## src/rtl/vga_ctrl_param.sv

```systemverilog
// Parametrised VGA timing generator with pixel-rate clock enable, test patterns
// and a one-pixel registered output stage feeding the DAC pins.
module vga_ctrl_param #(
  parameter int H_ACTIVE = 640,
  parameter int H_FP     = 16,
  parameter int H_SYNC   = 96,
  parameter int H_BP     = 48,
  parameter int V_ACTIVE = 480,
  parameter int V_FP     = 10,
  parameter int V_SYNC   = 2,
  parameter int V_BP     = 33,
  parameter int CLK_DIV  = 1,
  parameter int COLOR_W  = 8,
  parameter bit SYNC_POL = 1'b0,
  parameter int CHK_LOG2 = 5,
  parameter int ADDR_W   = 10
) (
  input  logic                   i_clk,
  input  logic                   i_rst_n,
  input  logic [1:0]             i_mode,
  input  logic [3*COLOR_W-1:0]   i_vga_data,
  output logic [ADDR_W-1:0]      o_h_addr,
  output logic [ADDR_W-1:0]      o_v_addr,
  output logic                   o_pix_en,
  output logic                   o_hsync,
  output logic                   o_vsync,
  output logic                   o_valid,
  output logic [COLOR_W-1:0]     o_vga_r,
  output logic [COLOR_W-1:0]     o_vga_g,
  output logic [COLOR_W-1:0]     o_vga_b,
  output logic                   o_frame_start,
  output logic [15:0]            o_frame_cnt
);

  localparam int H_TOTAL = H_ACTIVE + H_FP + H_SYNC + H_BP;
  localparam int V_TOTAL = V_ACTIVE + V_FP + V_SYNC + V_BP;
  localparam int HW      = (H_TOTAL > 1) ? $clog2(H_TOTAL) : 1;
  localparam int VW      = (V_TOTAL > 1) ? $clog2(V_TOTAL) : 1;
  localparam int DW      = (CLK_DIV > 1) ? $clog2(CLK_DIV) : 1;
  localparam int BAR_W   = (H_ACTIVE / 8 > 0) ? H_ACTIVE / 8 : 1;
  localparam int BW      = (BAR_W > 1) ? $clog2(BAR_W) : 1;

  localparam logic [DW-1:0] DIV_LAST = DW'(CLK_DIV - 1);
  localparam logic [HW-1:0] H_LAST   = HW'(H_TOTAL - 1);
  localparam logic [VW-1:0] V_LAST   = VW'(V_TOTAL - 1);
  localparam logic [BW-1:0] BAR_LAST = BW'(BAR_W - 1);
  // One extra bit so a zero back porch cannot overflow the sync-end constant
  localparam logic [HW:0]   H_ACT_END  = (HW+1)'(H_ACTIVE);
  localparam logic [HW:0]   H_SYNC_ON  = (HW+1)'(H_ACTIVE + H_FP);
  localparam logic [HW:0]   H_SYNC_OFF = (HW+1)'(H_ACTIVE + H_FP + H_SYNC);
  localparam logic [VW:0]   V_ACT_END  = (VW+1)'(V_ACTIVE);
  localparam logic [VW:0]   V_SYNC_ON  = (VW+1)'(V_ACTIVE + V_FP);
  localparam logic [VW:0]   V_SYNC_OFF = (VW+1)'(V_ACTIVE + V_FP + V_SYNC);

  logic [DW-1:0]          r_div;
  logic                   r_pix_en;
  logic [HW-1:0]          r_h_cnt;
  logic [VW-1:0]          r_v_cnt;
  logic [1:0]             r_mode;
  logic [BW-1:0]          r_bar_px;
  logic [3:0]             r_bar_idx;
  logic                   r_hsync;
  logic                   r_vsync;
  logic                   r_valid;
  logic [3*COLOR_W-1:0]   r_rgb;
  logic                   r_frame_start;
  logic [15:0]            r_frame_cnt;

  logic                   w_h_wrap;
  logic                   w_v_wrap;
  logic                   w_active;
  logic                   w_hs_act;
  logic                   w_vs_act;
  logic                   w_frame_first;
  logic [1:0]             w_mode;
  logic [ADDR_W-1:0]      w_xor;
  logic [2:0]             w_bar;
  logic [3*COLOR_W-1:0]   w_rgb;

  always_ff @(posedge i_clk or negedge i_rst_n) begin
    if (!i_rst_n) begin
      r_div    <= '0;
      r_pix_en <= 1'b0;
    end else begin
      r_pix_en <= (r_div == DIV_LAST);
      r_div    <= (r_div == DIV_LAST) ? '0 : r_div + DW'(1);
    end
  end

  assign w_h_wrap = (r_h_cnt == H_LAST);
  assign w_v_wrap = (r_v_cnt == V_LAST);

  always_ff @(posedge i_clk or negedge i_rst_n) begin
    if (!i_rst_n) begin
      r_h_cnt <= '0;
      r_v_cnt <= '0;
    end else if (r_pix_en) begin
      r_h_cnt <= w_h_wrap ? '0 : r_h_cnt + HW'(1);
      if (w_h_wrap) begin
        r_v_cnt <= w_v_wrap ? '0 : r_v_cnt + VW'(1);
      end
    end
  end

  assign w_active = ({1'b0, r_h_cnt} < H_ACT_END) && ({1'b0, r_v_cnt} < V_ACT_END);
  assign w_hs_act = ({1'b0, r_h_cnt} >= H_SYNC_ON) && ({1'b0, r_h_cnt} < H_SYNC_OFF);
  assign w_vs_act = ({1'b0, r_v_cnt} >= V_SYNC_ON) && ({1'b0, r_v_cnt} < V_SYNC_OFF);
  assign o_h_addr = w_active ? ADDR_W'(r_h_cnt) : '0;
  assign o_v_addr = w_active ? ADDR_W'(r_v_cnt) : '0;

  // The frame's first pixel already uses the newly sampled mode.
  assign w_frame_first = (r_h_cnt == '0) && (r_v_cnt == '0);
  assign w_mode        = w_frame_first ? i_mode : r_mode;

  always_ff @(posedge i_clk or negedge i_rst_n) begin
    if (!i_rst_n) begin
      r_mode <= 2'b00;
    end else if (r_pix_en && w_frame_first) begin
      r_mode <= i_mode;
    end
  end

  // Bar index 8 means past the last full bar: remainder pixels are black.
  always_ff @(posedge i_clk or negedge i_rst_n) begin
    if (!i_rst_n) begin
      r_bar_px  <= '0;
      r_bar_idx <= '0;
    end else if (r_pix_en) begin
      if (w_h_wrap) begin
        r_bar_px  <= '0;
        r_bar_idx <= '0;
      end else if (r_bar_px == BAR_LAST) begin
        r_bar_px <= '0;
        if (!r_bar_idx[3]) begin
          r_bar_idx <= r_bar_idx + 4'd1;
        end
      end else begin
        r_bar_px <= r_bar_px + BW'(1);
      end
    end
  end

  assign w_bar = {~r_bar_idx[1], ~r_bar_idx[2], ~r_bar_idx[0]} & {3{~r_bar_idx[3]}};
  assign w_xor = o_h_addr ^ o_v_addr;

  always_comb begin
    w_rgb = '0;
    case (w_mode)
      2'b01:   w_rgb = {{COLOR_W{w_bar[2]}}, {COLOR_W{w_bar[1]}}, {COLOR_W{w_bar[0]}}};
      2'b10:   w_rgb = w_xor[CHK_LOG2] ? '0 : '1;
      default: w_rgb = i_vga_data;
    endcase
    if (!w_active) begin
      w_rgb = '0;
    end
  end

  always_ff @(posedge i_clk or negedge i_rst_n) begin
    if (!i_rst_n) begin
      r_hsync       <= ~SYNC_POL;
      r_vsync       <= ~SYNC_POL;
      r_valid       <= 1'b0;
      r_rgb         <= '0;
      r_frame_start <= 1'b0;
      r_frame_cnt   <= '0;
    end else if (r_pix_en) begin
      r_hsync       <= w_hs_act ? SYNC_POL : ~SYNC_POL;
      r_vsync       <= w_vs_act ? SYNC_POL : ~SYNC_POL;
      r_valid       <= w_active;
      r_rgb         <= w_rgb;
      r_frame_start <= w_frame_first;
      if (w_h_wrap && w_v_wrap) begin
        r_frame_cnt <= r_frame_cnt + 16'd1;
      end
    end
  end

  assign o_pix_en      = r_pix_en;
  assign o_hsync       = r_hsync;
  assign o_vsync       = r_vsync;
  assign o_valid       = r_valid;
  assign o_vga_r       = r_rgb[3*COLOR_W-1:2*COLOR_W];
  assign o_vga_g       = r_rgb[2*COLOR_W-1:COLOR_W];
  assign o_vga_b       = r_rgb[COLOR_W-1:0];
  assign o_frame_start = r_frame_start;
  assign o_frame_cnt   = r_frame_cnt;

endmodule

```

## config.mk

```make
export PLATFORM = sky130hd
export DESIGN_NAME = vga_ctrl_param
export DESIGN_NICKNAME = d
export VERILOG_FILES = /design/src/rtl/vga_ctrl_param.sv
export SDC_FILE = /design/constraint.sdc
export NUM_CORES = 1
export LEC_CHECK = 0
export CAP_MARGIN = 20
export CORE_MARGIN = 2
export CORE_UTILIZATION = 40
export DETAILED_ROUTE_END_ITERATION = 12
export GPL_TIMING_DRIVEN = 0
export PLACE_DENSITY_LB_ADDON = 0.2
export SLEW_MARGIN = 20
export SYNTH_ARGS = -nofsm -noshare
export SYNTH_HDL_FRONTEND = slang
export SYNTH_SLANG_ARGS = --single-unit
```

## constraint.sdc

```tcl
create_clock -name i_clk -period 5.45 [get_ports i_clk]
set_input_delay 1.3625 -clock i_clk [delete_from_list [all_inputs] [get_ports i_clk]]
set_output_delay 1.3625 -clock i_clk [all_outputs]
set_load 0.03 [all_outputs]
```

==> impl_metrics.tcl <==
set metrics [dict create \
    cp_num_buf_inv 4 \
    yosysMostFrequentCell "dfrtp_1" \
    antenna_found_initial 0 \
    crit_type "register to output pin" \
    port_buffers 91 \
    use_met2_pct 28.2 \
    antennaDiodeCount 0 \
    wirelength_um 9250 \
    core_area_sq_um 9730 \
    grt_pass1_wl_um 15800 \
    viasPerCell 5.14 \
    dp_cells 606 \
    n_fill_cell 908 \
    insertion_delay_ns 0.35 \
    fin_crit_ns 4.44 \
    syn_inst 381 \
    tightest_slew_ns 0.935 \
    post_drt_wl_per_cell_um 14.9 \
    ys_seq_area_share_pct 49.1 \
    cts_tree "yes" \
    postLayoutCellArea_sq_um 5330 \
    drt_iter0_markers 168 \
    setup_viol 0 \
    firstDrtPassIters 4 \
    rsz0062_at_grt "no" \
    crit_chain "clkbuf_1, and4_1, clkbuf_1, nor3_2, clkbuf_1, and2_1, clkdlybuf4s50_1" \
    grt_pass1_vias 3070 \
    cts.clk_slew.worst_paths_ns 0.08 \
    crit_path_top_delay_cell "clkdlybuf4s50_1" \
    cts_hold_buf 0 \
    num_rows 36 \
    arrival_ns 3.08 \
    cp-end-kind "output pin" \
    yosys_warnings 0 \
    yosysTopAreaCell "dfrtp_1" \
    fin_setup_tns_ns 0 \
    finalCritPeriodShare_pct 81.5 \
    maxSlewViolCount 0 \
    cts_resized 0 \
    grt_use_met3_pct 3.65 \
    hp-class "register to register" \
    drive_above_1_share_pct 9.82 \
    grt_overflow_total 0 \
    gp_congestion 0.812 \
    netlist.area_leader.share_pct 47.8 \
    initial_core_util_pct 40.9 \
    post-dp-hpwl_um 6730 \
    synth_nets 418 \
    ys.flop_type "dfrtp_1" \
    ant_nets 0 \
    synth_compound_area_share_pct 10.6 \
    drc 0 \
    grt.busiest_layer "met2" \
    layout.cells.non_filler 622 \
    grt_use_met1_pct 25.0 \
    yosys.area_share.adder_pct 2.83 \
    cts_setup_buffers 0 \
    cts_root_buffer "clkbuf_8" \
    synth.distinct_cells 47 \
    p_sw_share_pct 36.8 \
    internal_power_mw 1.46 \
    worst_path_most_repeated_cell "clkbuf_1" \
    grt_max_degree 52 \
    whs_ns 0.471 \
    area_growth_pct 34.0 \
    cp_max_fo 10 \
    synth.avg_cell_area_sq_um 10.4 \
    p_sw_uw 848 \
    relSlewSlack_pct 37.1 \
    die_y_um 104 \
    synth-async-reset-ratio_pct 100 \
    cp_data_required_time_ns 4.09 \
    cts_buffers 9 \
    hold_viol_final 0 \
    cts_buffer_depth 2 \
    ir_drop_uv 206 \
    p_clk_share_pct 22.8 \
    numClockSinks 78 \
    finClkSkew_ns 0.0136 \
    cap_violations 0 \
    p_per_area_nw_per_um2 432 \
    synthMuxAreaShare_pct 3.02 \
    die_w_um 104 \
    via_count 3196 \
    ctsHtreeMaxLevel 3 \
    pwr-share-comb_pct 41.6 \
    pin_count 93 \
    syn-cell-area_sq_um 3980 \
    synth-simple-area-share_pct 24.2 \
    synth-edff-count 0 \
    fmax_mhz 225 \
    seqPwrFrac_pct 35.6 \
    synth_top_family_by_area "simple AND/OR/NAND/NOR gates" \
    critical_path.top_delay_family "buffers and inverters" \
    yosys-top-cells-count "76 x dfrtp_1, 26 x nor2b_1, 24 x o2bb2ai_1" \
    ys_ff_latch 78 \
    dpl-instance-area_sq_um 5080 \
    synth_area_leaders "dfrtp_1 48%, o2bb2ai_1 5.3%, nor2b_1 4.1%" \
    nets 521 \
    cpPeakStageDelay_ns 0.68 \
    leakage_nw 2.23 \
    dieArea_sq_um 10800 \
    cp-start-kind "register" \
    synth_xor_xnor_area_share_pct 6.60 \
    grt_use_total_pct 17.9 \
    status "complete, no violations" \
]
==> power groups by stage <==
stage / clock, mW / sequential, mW / combinational (mW)
after global routing: 0.565 / 0.842 / 1.04
after floorplan: 0 / 0.996 / 0.431
after detailed placement: 0 / 0.829 / 0.968
after CTS: 0.545 / 0.820 / 0.973
after global placement: 0 / 0.826 / 0.952
final: 0.527 / 0.820 / 0.959
==> sequential cells by signal, summed over array words and instances (netlist names) <==
name / count
o_vsync: 1
o_frame_cnt: 16
o_hsync: 1
r_bar_px: 7
r_mode: 2
o_valid: 1
r_h_cnt: 10
o_pix_en: 1
r_rgb: 24
o_frame_start: 1
r_bar_idx: 4
r_v_cnt: 10
==> stage by stage <==
| stage | total power, mW | util (%) | setup WS [ns] |
|---|---|---|---|
| after floorplan | 1.43 | - | 2.18 |
| final | 2.31 | 54.8 | 1.01 |
| after global placement | 1.78 | 52.0 | 0.155 |
| after CTS | 2.34 | 54.7 | 0.607 |
| after global routing | 2.44 | 54.8 | 0.737 |
| after detailed placement | 1.80 | 52.2 | 1.00 |
==> worst register-to-register path: stages, from the launching register on <==
cell       delay, ns
dfrtp_1         0.47
inv_1           0.13
ha_1            0.16
nor2b_1         0.23
nand2_1         0.12
nor4_1          0.84
mux2_2          0.42
ha_1            0.37
a21o_1          0.22
o211ai_1        0.60
o2bb2ai_1       0.16
==> area by class of cell <==
class / count / area [sq um] / share of cell area (%)
buffer: 18 / 96.3 / 1.81
sequential: 78 / 1950 / 36.7
inverter: 11 / 41.3 / 0.774
multi-input combinational: 274 / 1890 / 35.5
tap: 133 / 166 / 3.12
timing repair buffer: 92 / 936 / 17.6
clock buffer: 9 / 124 / 2.32
clock inverter: 7 / 120 / 2.25
==> metal layers <==
metal	vias up	wire (um)
met5	-	0
met4	0	100
met3	8	355
met2	68	4530
met1	1558	4270
li1	1562	-
==> cell families (layout without fill, tap and decap cells) <==
kind of cell	count (synthesis)	count (layout)
AOI/OAI and AO/OA	56	56
xor gates and xnor gates	30	30
adders and majority gates	9	9
DFF	78	78
buffers and inverters	29	137
other	2	2
muxes	11	11
and+or+nand+nor	166	166
==> path summary, 6_finish.rpt <==
| path | to | slack, ns | startpoint | depth (start not counted) |
|---|---|---|---|---|
| worst max-delay path | o_h_addr[6] | 1.01 | r_v_cnt[5]$_DFFE_PN0P_ | 7 |
| worst min-delay path | o_frame_cnt[15]$_DFFE_PN0P_ | 0.47 | o_frame_cnt[15]$_DFFE_PN0P_ | 1 |
| worst max register to register | r_rgb[10]$_DFFE_PN0P_ | 1.60 | r_v_cnt[1]$_DFFE_PN0P_ | 10 |
| worst min register to register | o_frame_cnt[15]$_DFFE_PN0P_ | 0.47 | o_frame_cnt[15]$_DFFE_PN0P_ | 1 |
| max in group asynchronous | o_hsync$_DFFE_PN1P_ | 3.89 | i_rst_n | 2 |
| min in group asynchronous | o_frame_cnt[2]$_DFFE_PN0P_ | 0.93 | i_rst_n | 1 |
==> cells in the final DEF (no fill, tap or decap), types with 2 or more instances in the layout <==
cell	instances
buf_2	2
o21a_1	4
inv_1	10
a22o_1	4
dfstp_2	2
and2_1	14
nand3_1	15
o2bb2ai_1	24
nor2_1	23
clkbuf_1	11
nor4_1	9
clkbuf_8	9
a21oi_1	4
or2_2	3
and4_1	3
and3_1	6
nor2b_1	26
buf_6	3
nor3_2	6
ha_1	9
a21o_1	2
dfrtp_1	76
clkdlybuf4s50_1	90
o21ai_0	10
mux2_2	8
xnor2_1	14
nor3_1	11
xor2_1	16
o211ai_1	3
mux2i_1	3
or3_1	4
conb_1	2
bufinv_16	3
nor4_2	3
nand2_1	21
buf_4	2
o22ai_1	2
nand4_1	14
and4b_1	2
Power figures use the tool's default switching activity.
